## config.mk

```make
export PLATFORM = sky130hd
export DESIGN_NAME = coef_fifo_loader
export DESIGN_NICKNAME = d
export VERILOG_FILES = /design/src/rtl/coef_fifo_loader.sv
export SDC_FILE = /design/constraint.sdc
export NUM_CORES = 1
export LEC_CHECK = 0
export CAP_MARGIN = 30
export CORE_MARGIN = 1.5
export CORE_UTILIZATION = 51
export CTS_CLUSTER_SIZE = 40
export DETAILED_ROUTE_END_ITERATION = 16
export PLACE_DENSITY = 0.8
export SETUP_SLACK_MARGIN = 0.4
export SLEW_MARGIN = 20
export SYNTH_ARGS = -nofsm -noshare
export SYNTH_HDL_FRONTEND = slang
export SYNTH_SLANG_ARGS = --single-unit
```

## constraint.sdc

```tcl
create_clock -name wrclock -period 2.1 [get_ports wrclock]
set_input_delay 0.42 -clock wrclock [delete_from_list [all_inputs] [get_ports wrclock]]
set_output_delay 0.42 -clock wrclock [all_outputs]
set_load 0.03 [all_outputs]
```

## src/rtl/coef_fifo_loader.sv

```systemverilog
// coef_fifo_loader: streams filter coefficients from a FIFO into the
// inactive bank of a double-buffered coefficient RAM, then swaps banks.
module coef_fifo_loader #(
  parameter int ADDR_W  = 9,
  parameter int TIMEOUT = 1023
) (
  input  logic              wrclock,
  input  logic              reset_n,
  input  logic              start,
  input  logic [ADDR_W:0]   num_taps,
  input  logic              abort,
  input  logic              frame_sync,
  input  logic              fifo_empty,
  input  logic [15:0]       fifo_q,
  output logic              fifo_rdreq,
  output logic              coef_we,
  output logic [ADDR_W-1:0] coef_addr,
  output logic [15:0]       coef_wdata,
  output logic              coef_bank,
  output logic              active_bank,
  output logic              busy,
  output logic              done,
  output logic              err
);

  localparam int TW = $clog2(TIMEOUT + 1) + 1;

  localparam logic [ADDR_W:0] MAX_TAPS =
    {1'b1, {ADDR_W{1'b0}}};
  localparam logic [ADDR_W:0] CNT_ONE =
    {{ADDR_W{1'b0}}, 1'b1};
  localparam logic [TW-1:0] TMO_ONE =
    {{(TW-1){1'b0}}, 1'b1};
  localparam logic [TW-1:0] TMO_LAST =
    TW'(TIMEOUT - 1);

  typedef enum logic [1:0] {
    IDLE      = 2'd0,
    LOAD      = 2'd1,
    SWAP_WAIT = 2'd2
  } state_t;

  state_t state;
  state_t state_nx;

  logic [ADDR_W:0] taps;
  logic [ADDR_W:0] issued;
  logic [ADDR_W:0] wr_cnt;
  logic [TW-1:0]   tmo;
  logic            rd_valid;

  logic start_ok;
  logic start_bad;
  logic last_wr;
  logic tmo_hit;
  logic swap;

  // Event decode shared by the FSM and the datapath.
  always_comb begin
    start_ok  = 1'b0;
    start_bad = 1'b0;
    if (state == IDLE && start) begin
      if (num_taps != '0 && num_taps <= MAX_TAPS)
        start_ok = 1'b1;
      else
        start_bad = 1'b1;
    end
    last_wr = coef_we && (wr_cnt == taps - CNT_ONE);
    tmo_hit = (state == LOAD) && !fifo_rdreq
              && (tmo == TMO_LAST);
    swap    = (state == SWAP_WAIT) && frame_sync
              && !abort;
  end

  // State register; reset drops any load in progress.
  always_ff @(posedge wrclock or negedge reset_n) begin
    if (!reset_n)
      state <= IDLE;
    else
      state <= state_nx;
  end

  // Next state: abort beats completion, completion beats timeout.
  always_comb begin
    state_nx = state;
    unique case (state)
      IDLE: begin
        if (start_ok)
          state_nx = LOAD;
      end
      LOAD: begin
        if (abort)
          state_nx = IDLE;
        else if (last_wr)
          state_nx = SWAP_WAIT;
        else if (tmo_hit)
          state_nx = IDLE;
      end
      SWAP_WAIT: begin
        if (abort || frame_sync)
          state_nx = IDLE;
      end
      default: state_nx = IDLE;
    endcase
  end

  // FSM outputs; a read in flight when abort arrives is dropped.
  always_comb begin
    busy       = (state != IDLE);
    fifo_rdreq = (state == LOAD) && !fifo_empty
                 && (issued < taps) && !abort;
    coef_we    = (state == LOAD) && rd_valid && !abort;
    coef_addr  = wr_cnt[ADDR_W-1:0];
    coef_wdata = coef_we ? fifo_q : '0;
    coef_bank  = ~active_bank;
  end

  // Counters, read pipeline, bank select and status pulses.
  always_ff @(posedge wrclock or negedge reset_n) begin
    if (!reset_n) begin
      taps        <= '0;
      issued      <= '0;
      wr_cnt      <= '0;
      tmo         <= '0;
      rd_valid    <= 1'b0;
      active_bank <= 1'b0;
      done        <= 1'b0;
      err         <= 1'b0;
    end else begin
      rd_valid <= fifo_rdreq;
      if (start_ok) begin
        taps   <= num_taps;
        issued <= '0;
        wr_cnt <= '0;
        tmo    <= '0;
      end else begin
        if (fifo_rdreq)
          issued <= issued + CNT_ONE;
        if (coef_we)
          wr_cnt <= wr_cnt + CNT_ONE;
        if (state == LOAD)
          tmo <= fifo_rdreq ? '0 : tmo + TMO_ONE;
      end
      active_bank <= active_bank ^ swap;
      done        <= swap;
      err         <= start_bad
                     || (tmo_hit && !abort && !last_wr);
    end
  end

endmodule

```

==> impl_results.md, run 1 <==
* Prevailing post-synth register cell: dfrtp_1
* Worst R2R End: tmo[4]
* DP Cell Count at 490
* Worst Setup End Kind: register
* Area grow syn2layout at 69.5%
* First-pass GRT wire length at 18100 um
* Clk_lat worst skew at 0.32 ns
* TritonCTS clock tree: yes
* Total Wirelength at 13800 um
* Worst path cell trace: inv_2 -> ha_4 -> a41o_1 -> nand2_2 -> o22ai_4 -> buf_6 -> buf_4 -> o21a_1 -> o21ai_0 -> a21oi_4
* Iter 0 DRT Violations at 479
* Worst slack, placed at -0.190 ns
* Synth unique cells at 49
* Post-synth ARST share at 100%
* Sequential element share of the synthesized area at 39.3%
* Mapped cell area at 3000 um^2
* Vias in the first global route at 3480
* Die area at 6340 um^2
* Worst R2R Path Depth at 10
* Core Region at 5570 um^2
* Syn Inst Count at 335
* Starting density of the core at 53.7%
* Final Setup Violations at 21
* GRT Resource Usage Total at 38.3%
* Worst relative slew slack at 62.1%
* Pins Over Slew Limit at 0
* Number of iterations in the first detailed-routing pass at 8
* Final Net Count at 519
* Setup TNS at -2.02 ns
* Peak VDD IR at 0.587 mV
* WP data required at 2.29 ns
* Area post-placement at 4030 um^2
* Hold WC Path Type: in2async
* Share of cells above drive strength 1 at 46.4%
* Largest net degree at the start of global routing at 31
* Static Leak at 0.00229 uW
* Std cell rows at 27
* Worst-Margin Slew at 0.563 ns
* Warnings, synthesis at 0
* Final min period at 2.48 ns
* CTS Hold Buffers Added at 0
* Crit path max fanout at 3
* Root buf cell: clkbuf_8
* Routability congestion estimate at 0.823
* Startpoint Class: register
* Clock buffer count from CTS at 5
* Avg WL per Cell at 25.4 um
* Residual DRC at 0
* Power Dens Cells at 585 nW/um^2
* FF+latch count, synth at 47
* CTS max path bufs at 2
* Failing checks: negative setup slack
* Port Buf Inserts at 63
* Congestion Overflow GR at 0
* Die Y at 79.6 um
* Layout Cell Area excl Fill at 5080 um^2
* Setup Crit Path Kind: reg2reg
* Clock transition at the registers of the reported paths at 0.10 ns
* Skew final at 0.0134 ns
* Post-synth EDFFs at 0
* Io pins at 64
* Final hold violations at 0
* Slowest CP cell: o21ai_0
* Critical Path AT at 2.67 ns
* Clk sinks at 47
* Die W at 79.6 um
* FF-to-FF Start: taps[5]
* Antenna violations before repair at 0
* Crit share post-route at 118%
* Syn_nets at 381
* Non-filler instance count after layout at 546
* Post-DRT Antenna Nets at 0
* # diodes at 0
* Syn Area/Cell at 8.94 um^2
* H-Tree Depth at 2
* Vias/cell at 6.59
* Reg2Reg Setup Slack at -0.38 ns
* WHS at 0.0655 ns
* Dpl hpwl at 5730 um
* Max Freq at 403 MHz
* MaxCap Viol Count at 0
* Largest stage delay, worst path at 0.47 ns
* Status: finished with violations
* Via count at 3596
* Unrepaired setup endpoints after global routing: true
* Final WS setup at -0.379 ns
## registers in the layout (all words and copies together), names as in the netlist
name         cells
taps            10
issued          10
state            2
tmo             11
active_bank      1
done             1
wr_cnt          10
rd_valid         1
err              1
## synthesized netlist by cell type, types with 3 or more instances
master | number | area [um^2]
or3_1 | 3 | 18.8
nor4_2 | 5 | 62.6
buf_4 | 9 | 67.6
xor2_1 | 20 | 175
clkbuf_1 | 8 | 30.0
a21o_1 | 3 | 22.5
nor4_1 | 3 | 18.8
xnor2_1 | 19 | 166
nand3_1 | 9 | 45.0
buf_2 | 3 | 15.0
dfrtp_1 | 47 | 1180
and4_1 | 4 | 35.0
and2_1 | 18 | 113
a21oi_1 | 7 | 35.0
o21a_1 | 3 | 22.5
nand2_1 | 31 | 116
nor3_1 | 11 | 55.1
inv_1 | 17 | 63.8
ha_1 | 14 | 175
nor2_1 | 37 | 139
o21ai_0 | 18 | 90.1
nand4_1 | 11 | 68.8
and3_1 | 6 | 37.5
## final cells by class
type                    instances  area, um^2
multi-input cells             250        2160
repair buffers                152        1490
flip-flops and latches         47        1180
fillers                       183         497
well taps                      72        90.1
clock buffers                   6        82.6
inverters                      17        63.8
clock inverters                 2        16.3
## cells by family (layout without fill, tap and decap cells)
group / count (synthesis) / in the layout / share of synthesized area, %
flip-flops: 47 / 47 / 39.3
multiplexers: 1 / 1 / 0.334
adder cells (fa/ha/maj): 14 / 14 / 5.85
AND/OR/NAND/NOR: 146 / 146 / 25.6
XOR/XNOR: 39 / 39 / 11.4
buffers and inverters: 38 / 177 / 6.27
AO/OA/AOI/OAI: 50 / 50 / 11.2
## through the flow
stage	power, uW	utilization [%]
after floorplan	1520	-
after global placement	1810	72.2
after detailed placement	1850	72.2
after CTS	2690	86.3
after global routing	3070	91.1
final	2970	91.1
## layout by cell type, fill, tap and decap left out, types with 3 or more instances in the layout
cell type / instances
o21a_1: 3
clkdlybuf4s50_1: 20
xnor2_1: 16
clkdlybuf4s15_1: 3
nand2_2: 4
clkbuf_2: 4
clkbuf_8: 6
inv_2: 7
xor2_1: 17
ha_1: 7
nand4_1: 11
dlygate4sd2_1: 16
o21ai_2: 3
ha_4: 7
dfrtp_1: 45
nand3_1: 9
o21ai_0: 7
nor2_1: 28
nor4_4: 7
nand2_1: 25
nor3_1: 3
buf_12: 5
and2_4: 18
and3_1: 5
o21ai_1: 8
a21o_1: 3
a21oi_2: 5
buf_6: 43
inv_1: 10
nor2_2: 9
buf_4: 56
nor3_2: 7
buf_16: 3
## worst max path at each step
stage	startpoint	end	slack [ns]	depth (start not counted)
2_1_floorplan	issued[3]	tmo[7]	0.24	7
3_3_place_gp	num_taps[5]	tmo[7]	-0.15	6
3_5_place_dp	num_taps[5]	taps[4]	-0.19	7
4_1_cts	taps[7]	fifo_rdreq	-0.09	8
5_1_grt	taps[5]	tmo[4]	-0.39	10
6_report	taps[5]	tmo[4]	-0.38	10
## power by group
group	switching, uW	internal (uW)
Combinational	679	588
Sequential	103	984
Clock	349	270
Total	1130	1840
## critical path, delay by kind of cell, from the launching register on
family,cells,cell delay (ns)
flip-flops,1,0.45
AO/OA/AOI/OAI,5,1.14
buffers and inverters,3,0.44
AND/OR/NAND/NOR,1,0.09
adder cells (fa/ha/maj),1,0.23
## what timing repair did
item / CTS / global route
endpoints found under the setup margin: 74 / 64
gates cloned: 4 / 0
setup buffers: 30 / 14
hold endpoints to repair: 0 / 0
pin swaps: 40 / 30
gates resized for setup: 131 / 50
## layer usage
layer  GRT usage, %  vias up  routed length (um)
li1               -     1426                   -
met1           39.6     1674                4730
met2           67.1      367                6470
met3           11.2      129                1450
met4           24.4        0                1190
met5              0        -                   0
Power figures use the tool's default switching activity.
==> inputs of run 2 (changes only) <==
--- a/config.mk
+++ b/config.mk
@@ -5,6 +5,7 @@
 export SDC_FILE = /design/constraint.sdc
 export NUM_CORES = 1
 export LEC_CHECK = 0
+export ABC_CLOCK_PERIOD_IN_PS = 2700
 export CAP_MARGIN = 30
 export CORE_MARGIN = 1.5
 export CORE_UTILIZATION = 51
==> constraint.sdc (replaced) <==
create_clock -name wrclock -period 2.7 [get_ports wrclock]
set_input_delay 0.54 -clock wrclock [delete_from_list [all_inputs] [get_ports wrclock]]
set_output_delay 0.54 -clock wrclock [all_outputs]
set_load 0.03 [all_outputs]
==> run 2 against run 1 <==
  * The run now ends clean
  * Clock-buffer cell count fell by 1
  * Non-clock buffer count fell by 58
  * Combinational power fell by 55%
  * Worst setup slack improved by 0.71 ns
  * Register-to-register slack improved by 0.87 ns
  * Sequential cell count did not move
  * Design area fell by 18%
  * Die area did not move
  * Utilization fell by 16 points
  * Critical endpoint is now fifo_rdreq
==> impl_results.md, run 2 (synthesis results as in run 1) <==
* Status: completed
* Clock buffer count from CTS at 5 (unchanged)
* Final Setup Violations at 0 (-100%)
* Most common cell after layout, fill and taps aside: dfrtp_1
* Fin util at 75.0% (-16 points)
* Final hold violations at 0 (unchanged)
* Clk_lat worst skew at 0.31 ns (about the same)
* Std cell rows at 27 (unchanged)
* TritonCTS clock tree: yes
* Final min period at 2.37 ns
* Iter 0 DRT Violations at 150 (-69%)
* H-Tree Depth at 2 (unchanged)
* # diodes at 0 (unchanged)
* First-pass GRT wire length at 12400 um (-31%)
* Vias in the first global route at 2599 (-25%)
* Pins Over Slew Limit at 0 (unchanged)
* Final Net Count at 461 (-11%)
* Starting density of the core at 53.7% (unchanged)
* Routability congestion estimate at 0.814 (-1.0%)
* Most frequent cells in the layout: dfrtp_1 (46), clkdlybuf4s50_1 (43), nor2_1 (36), nand2_1 (31), buf_4 (27)
* Share of cells above drive strength 1 at 21.4% (-25 points)
* Core Region at 5570 um^2 (unchanged)
* WP data required at 2.16 ns (-0.13 ns)
* Area grow syn2layout at 39.6%
* Unrepaired setup endpoints after global routing: true
* Total Wirelength at 7990 um (-42%)
* Number of iterations in the first detailed-routing pass at 4 (-4)
* Static Leak at 0.00185 uW (-19%)
* Via count at 2725 (-24%)
* Setup Crit Path Kind: reg2out
* Largest net degree at the start of global routing at 30 (-3.2%)
* Port Buf Inserts at 63 (unchanged)
* Setup TNS at 0 ns (+2.02 ns)
* GRT Resource Usage Total at 25.4% (-13 points)
* Dpl hpwl at 5350 um (-6.5%)
* Met2 Routed Length at 3890 um (-40%)
* Clock transition at the registers of the reported paths at 0.09 ns (about the same)
* WL met1 at 3570 um (-25%)
* Vias/cell at 5.58 (-15%)
* Critical Path AT at 1.83 ns (-0.84 ns)
* Die Y at 79.6 um (unchanged)
* Met3 wire length at 379 um (-74%)
* Post-DRT Antenna Nets at 0 (unchanged)
* Die area at 6340 um^2 (unchanged)
* Worst relative slew slack at 55.1% (-7.0 points)
* Hold WC Path Type: in2async
* Avg WL per Cell at 16.4 um (-35%)
* Worst-Margin Slew at 0.668 ns (+0.106 ns)
* Residual DRC at 0 (unchanged)
* Max Freq at 422 MHz
* Crit path max fanout at 3 (unchanged)
* Die W at 79.6 um (unchanged)
* Root buf cell: clkbuf_8
* Io pins at 64 (unchanged)
* Largest register by flop count: tmo
* Clk sinks at 47 (unchanged)
* MaxCap Viol Count at 0 (unchanged)
* Antenna violations before repair at 0 (unchanged)
* Power Dens Cells at 485 nW/um^2 (-17%)
* Peak VDD IR at 0.294 mV (-50%)
* Worst Setup End Kind: output pin
* Congestion Overflow GR at 0 (unchanged)
* CTS max path bufs at 2 (unchanged)
* CTS Hold Buffers Added at 0 (unchanged)
* Largest register FFs at 11 (unchanged)
* Startpoint Class: register
* Skew final at 0.0120 ns (-0.00135 ns)
* Crit share post-route at 87.8%
* Max Used Layer: met4
## run 2: path summary, 6_finish.rpt
path	to	cells past startpoint	from	slack (ns)
worst max-delay path	fifo_rdreq	7	taps[8]	0.33
worst min-delay path	wr_cnt[2]	2	reset_n	0.21
worst max register to register	issued[8]	10	taps[8]	0.49
worst min register to register	issued[9]	2	issued[9]	0.56
max in group asynchronous	issued[3]	2	reset_n	2.18
min in group wrclock	issued[9]	2	issued[9]	0.56
## run 2: layer usage
metal	track usage (%)	vias up
met4	6.49	0
li1	-	1300
met5	0	-
met3	4.46	14
met2	41.9	87
met1	34.5	1324
## run 2: critical path, stage by stage (launching register included)
cell and delay, ns:
dfrtp_1 0.37, inv_1 0.11, ha_4 0.29, and4_1 0.22
nand2_1 0.11, o22ai_4 0.22, nor2_4 0.07, buf_6 0.14
## run 2: what timing repair did
action                     4_1_cts  5_1_grt
setup buffers                    5       14
resized for setup                9       39
gates cloned                     1        1
pin swaps                        2        6
setup endpoints to repair       18       25
## run 2: final cells by class
class	count	area [um^2]
Multi-Input combinational cell	250	1770
Clock inverter	3	67.6
Tap cell	72	90.1
Inverter	17	63.8
Fill cell	397	1390
Sequential cell	47	1180
Clock buffer	5	68.8
Timing Repair Buffer	94	942
## run 2: power breakdown
part	leakage (uW)	switching (uW)	internal [uW]
logic	0.00116	314	262
clock network	0.0000644	252	369
registers	0.000627	66.0	765
total	0.00185	632	1400
## run 2: stage by stage
step	setup WS, ns	hold slack (ns)	total power (uW)	cell area [um^2]	cells
after detailed placement	0.192	0.547	1320	3640	459
after global placement	0.269	0.528	1290	3640	459
final	0.329	0.206	2030	4180	488
after global routing	0.269	0.226	2130	4180	488
after floorplan	0.438	0.244	1150	3000	335
after CTS	0.269	0.217	1970	3880	473
==> inputs of run 3 (changes only) <==
--- a/config.mk
+++ b/config.mk
@@ -6,13 +6,14 @@
 export NUM_CORES = 1
 export LEC_CHECK = 0
 export ABC_CLOCK_PERIOD_IN_PS = 2700
-export CAP_MARGIN = 30
 export CORE_MARGIN = 1.5
-export CORE_UTILIZATION = 51
+export CORE_UTILIZATION = 53
+export CTS_BUF_LIST = sky130_fd_sc_hd__clkbuf_8
 export CTS_CLUSTER_SIZE = 40
 export DETAILED_ROUTE_END_ITERATION = 16
-export PLACE_DENSITY = 0.8
+export PLACE_DENSITY = 0.83
 export SETUP_SLACK_MARGIN = 0.4
+export SKIP_LAST_GASP = 1
 export SLEW_MARGIN = 20
 export SYNTH_ARGS = -nofsm -noshare
 export SYNTH_HDL_FRONTEND = slang
==> run 3 against run 2 <==
  * Final cell count unchanged
  * Fmax about the same
  * Sequential share of layout area up 1.1 points
  * Critical path depth unchanged
  * Die area down 3.6%
  * Clock power down 15%
  * Power down 3.9%
  * Critical path type unchanged
  * Highest routed layer unchanged
==> impl_results.md, run 3 (synthesis results as in run 1) <==
* Status: completed
* Clk sinks at 47 (unchanged)
* Congestion Overflow GR at 0 (unchanged)
* WP data required at 2.16 ns (about the same)
* FF-to-FF Start: taps[7]
* Skew final at 0.0107 ns (-0.00129 ns)
* Starting density of the core at 54.7% (+1.0 points)
* First-pass GRT wire length at 12000 um (-3.2%)
* H-Tree Depth at 2 (unchanged)
* CTS max path bufs at 2 (unchanged)
* FF/Latch Area at 1180 um^2 (+0.21%)
* Root buf cell: clkbuf_8
* Antenna violations before repair at 0 (unchanged)
* Critical Path AT at 1.83 ns (about the same)
* Die Y at 78.2 um (-1.8%)
* Worst path cell trace: inv_1 -> ha_4 -> a21o_1 -> a21oi_2 -> o21ai_2 -> nor2_4 -> buf_6
* Crit. path cell count at 7 (unchanged)
* Static Leak at 0.00181 uW (-2.3%)
* Largest net degree at the start of global routing at 30 (unchanged)
* Final Setup Violations at 0 (unchanged)
* CP top delay family: compound AO/OA/AOI/OAI gates
* Die area at 6110 um^2 (-3.6%)
* Clock buffer count from CTS at 5 (unchanged)
* Fill cells at 406 (+2.3%)
* Die W at 78.2 um (-1.8%)
* Residual DRC at 0 (unchanged)
* Core Region at 5470 um^2 (-1.8%)
* Pins Over Slew Limit at 0 (unchanged)
* Unrepaired setup endpoints after global routing: true
* Routability congestion estimate at 0.868 (+6.7%)
* Peak VDD IR at 0.313 mV (+6.4%)
* Area of the multi-input gates at 1750 um^2 (-1.1%)
* Vias in the first global route at 2539 (-2.3%)
* Largest register FFs at 11 (unchanged)
* Slowest CP cell: dfrtp_1
* Buf+Inv Stages, Crit Path at 2 (unchanged)
* Port Buf Inserts at 63 (unchanged)
* Reg2Reg Setup Slack at 0.47 ns (-0.02 ns)
* Worst Setup EP: fifo_rdreq
* Power Dens Cells at 483 nW/um^2 (-0.46%)
* Via count at 2714 (-0.40%)
* Worst R2R End: issued[5]
* Share of cells above drive strength 1 at 21.6% (+0.24 points)
* Worst-Margin Slew at 0.543 ns (-0.125 ns)
* Crit share post-route at 87.8% (about the same)
* Area grow syn2layout at 34.8%
* MaxCap Viol Count at 0 (unchanged)
* Largest stage delay, worst path at 0.39 ns (+0.02 ns)
* GRT Resource Usage Total at 24.9% (-0.47 points)
* Number of iterations in the first detailed-routing pass at 4 (unchanged)
* Post-DRT Antenna Nets at 0 (unchanged)
* Avg WL per Cell at 15.7 um (-4.4%)
* CP Launch Point: taps[7]
* Most common cell after layout, fill and taps aside: buf_4
* WHS at 0.165 ns (-0.0405 ns)
* Vias/cell at 5.56 (-0.40%)
* Worst R2R Path Depth at 10 (unchanged)
* Clk_lat worst skew at 0.30 ns (about the same)
* Dpl hpwl at 5320 um (-0.52%)
* Total Wirelength at 7640 um (-4.4%)
* Final Net Count at 461 (unchanged)
* Final hold violations at 0 (unchanged)
* Setup Crit Path Kind: reg2out
* Worst Setup End Kind: output pin
* Io pins at 64 (unchanged)
* Max Freq at 422 MHz (about the same)
* Iter 0 DRT Violations at 158 (+5.3%)
* Hold WC Path Type: in2async
* Setup TNS at 0 ns (unchanged)
* Most frequent cells in the layout: buf_4 (45), dfrtp_1 (44), clkdlybuf4s50_1 (43), nor2_1 (36), nand2_1 (31)
* Clock transition at the registers of the reported paths at 0.09 ns (about the same)
* TritonCTS clock tree: yes
* Std cell rows at 27 (unchanged)
* Crit path max fanout at 3 (unchanged)
* Startpoint Class: register
* Largest register by flop count: tmo
* Worst relative slew slack at 63.4% (+8.3 points)
* # diodes at 0 (unchanged)
* Final min period at 2.37 ns (+0.000279 ns)
==> run 3: changes by cell type in the layout (fill, tap and decap cells not counted), moves of 3 or more <==
| cell | change |
|---|---|
| and2_1 | +7 |
| ha_4 | +3 |
| nor4_2 | +4 |
| buf_6 | -15 |
| ha_1 | -4 |
| nor4_4 | -4 |
| buf_4 | +18 |
| and2_4 | -7 |
==> run 3: power by group <==
part           switching, uW  leakage [uW]  total, uW  internal, uW
Clock                    228     0.0000612        528           300
Combinational            321       0.00112        598           276
Sequential              59.3      0.000624        824           765
==> run 3: routing by layer <==
layer / GRT usage (%) / up-vias / wire length [um]
li1: - / 1304 / -
met1: 35.2 / 1322 / 3470
met2: 40.0 / 76 / 3640
met3: 4.07 / 12 / 385
met4: 6.07 / 0 / 147
met5: 0 / - / 0
==> run 3: worst min-delay path by stage <==
stage	to	slack [ns]	cells past startpoint
after floorplan	active_bank	0.24	0
after global placement	wr_cnt[5]	0.49	1
after detailed placement	wr_cnt[5]	0.49	1
after CTS	wr_cnt[2]	0.17	1
after global routing	wr_cnt[2]	0.19	1
final	wr_cnt[2]	0.17	1
==> run 3: cell type report <==
class                   count  area share, %
multi-input cells         250           43.4
well taps                  72           2.23
flip-flops and latches     47           29.2
clock buffers               6           2.05
inverters                  17           1.58
clock inverters             2          0.868
repair buffers             94           20.7
==> run 3: worst reg2reg max path, delay by kind of cell, from the launching register on <==
kind / cells / cell delay [ns]
flops: 1 / 0.39
buf+inv: 3 / 0.47
xor+xnor: 1 / 0.15
compound gates: 3 / 0.52
simple gates: 2 / 0.37
fa+ha+maj: 1 / 0.23
==> run 3: per-stage QoR <==
| step | instances | power [uW] | utilization (%) | instance area (um^2) | worst slack, ns |
|---|---|---|---|---|---|
| 2_1_floorplan | 335 | 1150 | - | 3000 | 0.438 |
| 3_3_place_gp | 458 | 1290 | 66.2 | 3620 | 0.262 |
| 3_5_place_dp | 458 | 1310 | 66.2 | 3620 | 0.185 |
| 4_1_cts | 476 | 1890 | 70.3 | 3850 | 0.392 |
| 5_1_grt | 488 | 2060 | 73.8 | 4040 | 0.262 |
| 6_report | 488 | 1950 | 73.8 | 4040 | 0.329 |
==> run 3: timing repair <==
action	in CTS	in global routing
hold buffers	0	0
buffers inserted	10	10
setup endpoints to repair	17	21
cloned	0	2
pin swaps	4	7
endpoints found under the hold margin	0	0
gates resized for setup	11	18
